$ cat config.mk
export PLATFORM = sky130hd
export DESIGN_NAME = func_sel_timer
export DESIGN_NICKNAME = d
export VERILOG_FILES = /design/src/rtl/func_sel_timer.sv
export SDC_FILE = /design/constraint.sdc
export NUM_CORES = 1
export LEC_CHECK = 0
export CORE_MARGIN = 4
export CORE_UTILIZATION = 35
export DETAILED_ROUTE_END_ITERATION = 12
export PLACE_DENSITY_LB_ADDON = 0.1
export SLEW_MARGIN = 5
export SYNTH_ARGS = -nofsm -noshare
export SYNTH_HDL_FRONTEND = slang
export SYNTH_SLANG_ARGS = --single-unit
$ cat constraint.sdc
create_clock -name Clk -period 3.6 [get_ports Clk]
set_input_delay 0.9 -clock Clk [delete_from_list [all_inputs] [get_ports Clk]]
set_output_delay 0.9 -clock Clk [all_outputs]
set_load 0.01 [all_outputs]
$ cat src/rtl/func_sel_timer.sv
// -----------------------------------------------------------------------------
// func_sel_timer
//
// Function / microcode-ROM select timer. On an accepted start request it drives
// one of N_SEL select lines high for a programmable number of clock cycles,
// then drops it and pulses done for one cycle. The duration is held in a
// runtime-loadable length register that is snapshotted when a run starts, so
// reloading it mid-run only affects the next run.
//
// Parameters
//   CNT_W       width of the cycle counter and of the length register
//   DEFAULT_LEN length register value after Clear (must be < 2**CNT_W)
//   N_SEL       number of select outputs (>= 2)
//   FSEL_W      width of func (>= $clog2(N_SEL))
//   RETRIG      1: a start while running restarts the timer on the new channel
//               0: a start while running is silently ignored
//
// Ports
//   Clk          clock, all logic on the rising edge
//   Clear        synchronous active-high reset
//   start_timer  start request, sampled every edge
//   func         channel index, captured with an accepted start
//   len_in       new duration in cycles
//   len_load     writes len_in into the length register (any state)
//   abort        cancels a running timer; also blocks a start in IDLE
//   ROMsel       registered select, one-hot or zero
//   busy         high while the timer is running
//   done         one-cycle pulse after normal completion (or zero-length start)
//   err          one-cycle pulse on a start with an out-of-range func
//   count        current cycle count within the run (debug)
// -----------------------------------------------------------------------------
module func_sel_timer #(
  parameter int CNT_W       = 4,
  parameter int DEFAULT_LEN = 13,
  parameter int N_SEL       = 4,
  parameter int FSEL_W      = 2,
  parameter bit RETRIG      = 1'b0
) (
  input  logic              Clk,
  input  logic              Clear,
  input  logic              start_timer,
  input  logic [FSEL_W-1:0] func,
  input  logic [CNT_W-1:0]  len_in,
  input  logic              len_load,
  input  logic              abort,
  output logic [N_SEL-1:0]  ROMsel,
  output logic              busy,
  output logic              done,
  output logic              err,
  output logic [CNT_W-1:0]  count
);

  typedef enum logic {
    S_IDLE = 1'b0,
    S_RUN  = 1'b1
  } state_t;

  state_t            state_q, state_d;
  logic [CNT_W-1:0]  count_q, count_d;
  logic [CNT_W-1:0]  run_len_q, run_len_d;
  logic [CNT_W-1:0]  len_reg_q;
  logic [N_SEL-1:0]  sel_q, sel_d;
  logic              done_q, done_d;
  logic              err_q, err_d;

  logic              func_valid;
  logic              start_req;
  logic              retrig_req;
  logic              last_cycle;
  logic [N_SEL-1:0]  func_onehot;

  // When every encodable func value names a real channel the range check is
  // trivially true; resolving it at elaboration keeps the comparison from
  // degenerating into a constant compare.
  if (N_SEL >= (1 << FSEL_W)) begin : g_func_all_valid
    assign func_valid = 1'b1;
  end else begin : g_func_range_check
    assign func_valid = (func < FSEL_W'(N_SEL));
  end

  // abort outranks start everywhere, including in IDLE.
  assign start_req   = start_timer && !abort;
  assign retrig_req  = RETRIG && start_req;
  assign func_onehot = N_SEL'(1) << func;

  // run_len is never zero in RUN (zero-length starts never enter RUN), so
  // run_len - 1 cannot underflow and count never wraps.
  assign last_cycle  = (count_q == (run_len_q - CNT_W'(1)));

  // Length register: Clear restores the default, otherwise len_load writes it
  // in any state. A start in the same cycle sees the old value because the
  // next-state logic reads len_reg_q, the pre-edge contents.
  always_ff @(posedge Clk) begin
    if (Clear) begin
      len_reg_q <= CNT_W'(DEFAULT_LEN);
    end else if (len_load) begin
      len_reg_q <= len_in;
    end
  end

  // Next-state and next-output logic.
  always_comb begin
    // NOTE: every signal driven here gets a default first; a path that leaves
    // one unassigned would otherwise infer a latch.
    state_d   = state_q;
    count_d   = count_q;
    run_len_d = run_len_q;
    sel_d     = sel_q;
    done_d    = 1'b0;
    err_d     = 1'b0;

    unique case (state_q)
      S_IDLE: begin
        if (start_req) begin
          if (!func_valid) begin
            err_d = 1'b1;
          end else if (len_reg_q == '0) begin
            // Zero-length request completes immediately without selecting.
            done_d = 1'b1;
          end else begin
            state_d   = S_RUN;
            count_d   = '0;
            run_len_d = len_reg_q;
            sel_d     = func_onehot;
          end
        end
      end

      S_RUN: begin
        if (abort) begin
          state_d = S_IDLE;
          count_d = '0;
          sel_d   = '0;
        end else if (retrig_req && func_valid) begin
          if (len_reg_q == '0) begin
            // Retrigger into a zero-length run: treat as an immediate,
            // normal completion rather than entering RUN with nothing to time.
            state_d = S_IDLE;
            count_d = '0;
            sel_d   = '0;
            done_d  = 1'b1;
          end else begin
            // Channel switch happens at this edge with no idle gap.
            count_d   = '0;
            run_len_d = len_reg_q;
            sel_d     = func_onehot;
          end
        end else if (last_cycle) begin
          // A rejected retrigger landing on the final cycle raises no err so
          // that done and err never coincide; the run is ending anyway.
          state_d = S_IDLE;
          count_d = '0;
          sel_d   = '0;
          done_d  = 1'b1;
        end else begin
          count_d = count_q + CNT_W'(1);
          // Only an out-of-range retrigger reaches here with retrig_req set.
          err_d   = retrig_req;
        end
      end

      default: begin
        state_d = S_IDLE;
        count_d = '0;
        sel_d   = '0;
      end
    endcase
  end

  always_ff @(posedge Clk) begin
    // NOTE: sequential state is updated with non-blocking assignments so every
    // register samples pre-edge values regardless of statement order.
    if (Clear) begin
      state_q   <= S_IDLE;
      count_q   <= '0;
      run_len_q <= '0;
      sel_q     <= '0;
      done_q    <= 1'b0;
      err_q     <= 1'b0;
    end else begin
      state_q   <= state_d;
      count_q   <= count_d;
      run_len_q <= run_len_d;
      sel_q     <= sel_d;
      done_q    <= done_d;
      err_q     <= err_d;
    end
  end

  assign ROMsel = sel_q;
  assign busy   = (state_q == S_RUN);
  assign done   = done_q;
  assign err    = err_q;
  assign count  = count_q;

endmodule
==> metrics.cfg, run 1 <==
[run_status]
outcome=finished clean

[yosys]
yosys_register_bits=18
synth_area_sq_um=950
yosys_most_used_dff=dfxtp_1
ys_warn_count=0
avgSynthCellArea_sq_um=9.40
yosys.area.top_type=dfxtp_1
syn_nets=114
synthCells=101
async_flop_share=0
synth-edff-count=0
yosysUniqueCellTypes=36
synth_area_leaders=dfxtp_1, mux2i_1, nand3b_1
post-synth-top-area-fraction=0.379
ys_seq_area_frac=0.379

[power]
p_comb_frac=0.161
power_density_nw_per_um2=338
switchingPower_uw=102
leakagePower_nw=0.429
netSwitchingFraction=0.252
pwr-share-seq=0.532
p_int_uw=304
p_clk_frac=0.307
vdd_drop_max_mv=0.193

[clocking]
clock_latency_ns=0.29
h-tree-depth=1
cts_tree=yes
cts-root-buf=clkbuf_4
cts_buffers=3
clkTransAtPathRegs_ns=0.10
cts_hold_buf=0
cts.sinks=18
clock_path_buffers=2
post_cts_resized=0
cts_setup_buffers=0

[timing]
finalHoldViolCount=0
fin_skew_ns=0.00178
fmax_mhz=444
rsz0062_at_grt=no
setup_viol=0
timing.final.crit_share=0.625
fin_tns_setup_ns=0
min_period_ns=2.25
worst_slack_ns=1.35
slew_viol_final=0

[grt]
track_usage=0.122
grt_max_degree=15
grt_pass1_wl_microns=3240
grt_pass1_vias=659
overflow=0
antenna_found_initial=0

[setup_path]
reg2reg_to=done
critPathSlowestCell=clkdlybuf4s50_1
crit_path_end_kind=primary output
worstPathCellList=clkdlybuf4s50_1
path_class=reg2out
cp-start-kind=flop
rr_worst_depth=6
critical_path_buf_inv_count=1
crit_arrival_ns=1.35
crit_path_start=busy
max_stage_delay_ns=0.59
cp_top_family=buffers and inverters
required_ns=2.70
endpoint=busy
reg2reg_from=run_len_q[0]
cp_max_fo=5
reg2reg_slack_ns=1.88
crit_cells=1

[die]
die_y_microns=60.1
ios=22
start_util=0.376
fp.coreArea_sq_um=2520
rows=18
dieWidth_microns=60.1
dieArea_sq_um=3610

[detailed_routing]
num_vias=753
routedWlPerCell_microns=13.1
vias_per_cell=4.99
drt_wl_total_microns=1980
dr.pass1.iters=4
drt_iter0_drc=23
drc=0
detail-route-antenna-nets=0

[layout]
antenna_cells=0
area_growth_pct=26.5
fin_area_sq_um=1200
final_cell_mix=clkdlybuf4s50_1, dfxtp_1, nor2_1, nand3b_1
drive_gt1_frac=0.0826
final_common_cell=clkdlybuf4s50_1
nets=135

[placed_design]
place_congestion=0.687
dp_hpwl_microns=1500
dp_slack_ns=1.15
place_area_sq_um=1160
port-buffer-count=20

[hold_path]
hp-class=reg2reg
min_from=count[3]

[flow_run]
cap_violations=0

## logic make-up after synthesis
kind of cell,share of synthesized area
muxes,0.0527
adders and majority gates,0.0263
DFF,0.379
buffers and inverters,0.0514
other,0.00395
and+or+nand+nor,0.258
xor gates and xnor gates,0.0685
AOI/OAI and AO/OA,0.159
## cell type report
type / count / area [sq um]
fill: 261 / 1320
multi-input combinational: 73 / 541
sequential: 18 / 360
timing repair buffer: 21 / 208
tap: 30 / 37.5
clock buffer: 4 / 36.3
inverter: 5 / 18.8
## synth_stat cells, types with 2 or more instances
master    number
clkbuf_1       3
nand3_1        3
nand3b_1       6
nor2_1         7
mux2i_1        5
nand2_1        4
dfxtp_1       18
nor3b_1        4
o211ai_1       5
a211o_1        3
o21ai_0        4
nand2b_1       2
a21oi_1        3
xor2_1         2
nor2b_1        4
inv_1          5
nor4b_1        3
ha_1           2
## state kept, by name, summed over array words and instances, names as in the netlist
name / cells
len_reg_q: 4
done: 1
ROMsel: 4
count: 4
run_len_q: 4
busy: 1
## worst min-delay path by stage
stage               depth (start not counted)  slack, ns           end
floorplan                                   2       0.48  run_len_q[3]
detailed placement                          2       0.51      count[3]
global route                                2       0.57     ROMsel[2]
CTS                                         2       0.53      count[3]
global placement                            2       0.51      count[3]
finish                                      2       0.53      count[3]
## layer usage
| layer | share of wire | global-route usage | vias up |
|---|---|---|---|
| met5 | 0 | 0 | - |
| met4 | 0.0096 | 0.0633 | 0 |
| met3 | 0.042 | 0.0302 | 2 |
| met2 | 0.46 | 0.179 | 10 |
| met1 | 0.49 | 0.162 | 341 |
| li1 | - | - | 400 |
## per-stage QoR
step	total power [mW]	util	instances	hold WS, ns
6_report	0.406	0.476	151	0.527
5_1_grt	0.430	0.476	151	0.566
4_1_cts	0.413	0.476	151	0.528
3_5_place_dp	0.287	0.462	147	0.509
3_3_place_gp	0.286	0.462	147	0.509
2_1_floorplan	0.262	-	101	0.482
## worst register-to-register path: cells and delay by family, from the launching register on
kind,cells,cell delay (ns)
flops,1,0.41
simple gates,2,0.40
compound gates,1,0.34
fa+ha+maj,1,0.30
xor+xnor,1,0.13
buf+inv,1,0.07
## power by group through the flow
stage,clock network (mW),logic (mW),registers [mW]
final,0.125,0.0654,0.216
after global routing,0.141,0.0718,0.218
after CTS,0.130,0.0661,0.216
after detailed placement,0,0.0659,0.221
after global placement,0,0.0658,0.221
after floorplan,0,0.0419,0.220
Note: power is estimated with default switching activity, not from simulation.
==> inputs of run 2 (changes only) <==
- clock period: 3.6 -> 1.9 ns (I/O delays scaled with it)
==> metrics.cfg, run 2 (synthesis results as in run 1) <==
[timing]
fin_skew_ns=0.00197  ; +0.000185 ns
rsz0062_at_grt=no
fmax_mhz=545
setup_viol=0  ; unchanged
finalHoldViolCount=0  ; unchanged
fin_tns_setup_ns=0  ; unchanged
min_period_ns=1.84
slew_viol_final=0  ; unchanged
timing.final.crit_share=0.966

[clocking]
cts_buffers=3  ; unchanged
cts_tree=yes
cts-root-buf=clkbuf_4
clock_latency_ns=0.29  ; about the same
cts.sinks=18  ; unchanged
h-tree-depth=1  ; unchanged
cts_hold_buf=0  ; unchanged
clock_path_buffers=2  ; unchanged
clkTransAtPathRegs_ns=0.10  ; about the same

[setup_path]
crit_path_end_kind=primary output
cp-start-kind=flop
reg2reg_from=run_len_q[0]
cp_top_family=buffers and inverters
critPathSlowestCell=clkdlybuf4s50_1
crit_arrival_ns=1.36  ; about the same
worstPathCellList=clkdlybuf4s50_1
cp_max_fo=6  ; +1
max_stage_delay_ns=0.59  ; about the same
critical_path_buf_inv_count=1  ; unchanged
crit_path_start=count[0]
path_class=reg2out
required_ns=1.42  ; -1.28 ns

[placed_design]
dp_hpwl_microns=1540  ; +2.9%
place_congestion=0.780  ; +14%
port-buffer-count=20  ; unchanged

[hold_path]
min_from=ROMsel[0]
hp-class=reg2reg

[detailed_routing]
drc=0  ; unchanged
dr.pass1.iters=4  ; unchanged
detail-route-antenna-nets=0  ; unchanged
drt_wl_total_microns=2010  ; +1.3%
num_vias=809  ; +7.4%
routedWlPerCell_microns=13.0  ; -0.71%
vias_per_cell=5.25  ; +5.3%
drt_iter0_drc=27  ; +17%

[die]
ios=22  ; unchanged
rows=18  ; unchanged
dieArea_sq_um=3610  ; unchanged
die_y_microns=60.1  ; unchanged
fp.coreArea_sq_um=2520  ; unchanged
dieWidth_microns=60.1  ; unchanged
start_util=0.376  ; unchanged

[run_status]
outcome=finished clean

[layout]
antenna_cells=0  ; unchanged
drive_gt1_frac=0.113  ; +0.0303
fin_util=0.487  ; +0.0109
final_cell_mix=clkdlybuf4s50_1, dfxtp_1, nor2_1, nand3b_1
area_growth_pct=29.4
nets=138  ; +2.2%
final_common_cell=clkdlybuf4s50_1

[grt]
grt_pass1_vias=737  ; +12%
antenna_found_initial=0  ; unchanged
grt_pass1_wl_microns=3420  ; +5.7%
overflow=0  ; unchanged
track_usage=0.127  ; +0.00536
grt_max_degree=16  ; +1

[power]
power_density_nw_per_um2=631  ; +87%
leakagePower_nw=0.444  ; +3.5%
vdd_drop_max_mv=0.641  ; +230%

[flow_run]
cap_violations=0  ; unchanged

## run 2: cell types whose count changed in the layout (fill, tap and decap cells not counted)
cell and change:
nand3_2 +1, nand3_1 -1, buf_4 +3
## run 2: layer usage
layer / part of all wire / track usage / vias up
li1: - / - / 409
met1: 0.47 / 0.167 / 382
met5: 0 / 0 / -
met4: 0.010 / 0.0348 / 0
met3: 0.045 / 0.0389 / 2
met2: 0.48 / 0.199 / 16
## run 2: per-stage QoR
stage               worst slack (ns)  area [sq um]  std cells  hold WS (ns)  power [mW]
floorplan                      0.434           950        101         0.482       0.496
global placement              0.0337          1190        150         0.509       0.548
detailed placement           -0.0389          1190        150         0.510       0.549
CTS                           0.0617          1220        154         0.530       0.785
global route                  0.0131          1230        154         0.566       0.821
finish                        0.0650          1230        154         0.523       0.776
## run 2: power by group
part / total, mW / switching [mW] / internal, mW
sequential: 0.409 / 0.0163 / 0.393
clock: 0.235 / 0.119 / 0.117
combinational: 0.131 / 0.0611 / 0.0701
total: 0.776 / 0.196 / 0.579
## run 2: layout make-up
cell class	count	area, sq um
Clock buffer	4	36.3
Multi-Input combinational cell	73	546
Sequential cell	18	360
Timing Repair Buffer	24	230
Inverter	5	18.8
Fill cell	238	1290
Tap cell	30	37.5
## run 2: what timing repair did
action,CTS,global route
setup endpoints to repair,0,3
buffers inserted,0,0
resized for setup,0,1
## run 2: worst paths after layout
check                           slack [ns]  depth (start not counted)   endpoint
worst max-delay path                  0.06                          1   count[0]
worst min-delay path                  0.52                          2  ROMsel[0]
worst max register to register        0.27                          6       done
worst min register to register        0.52                          2  ROMsel[0]
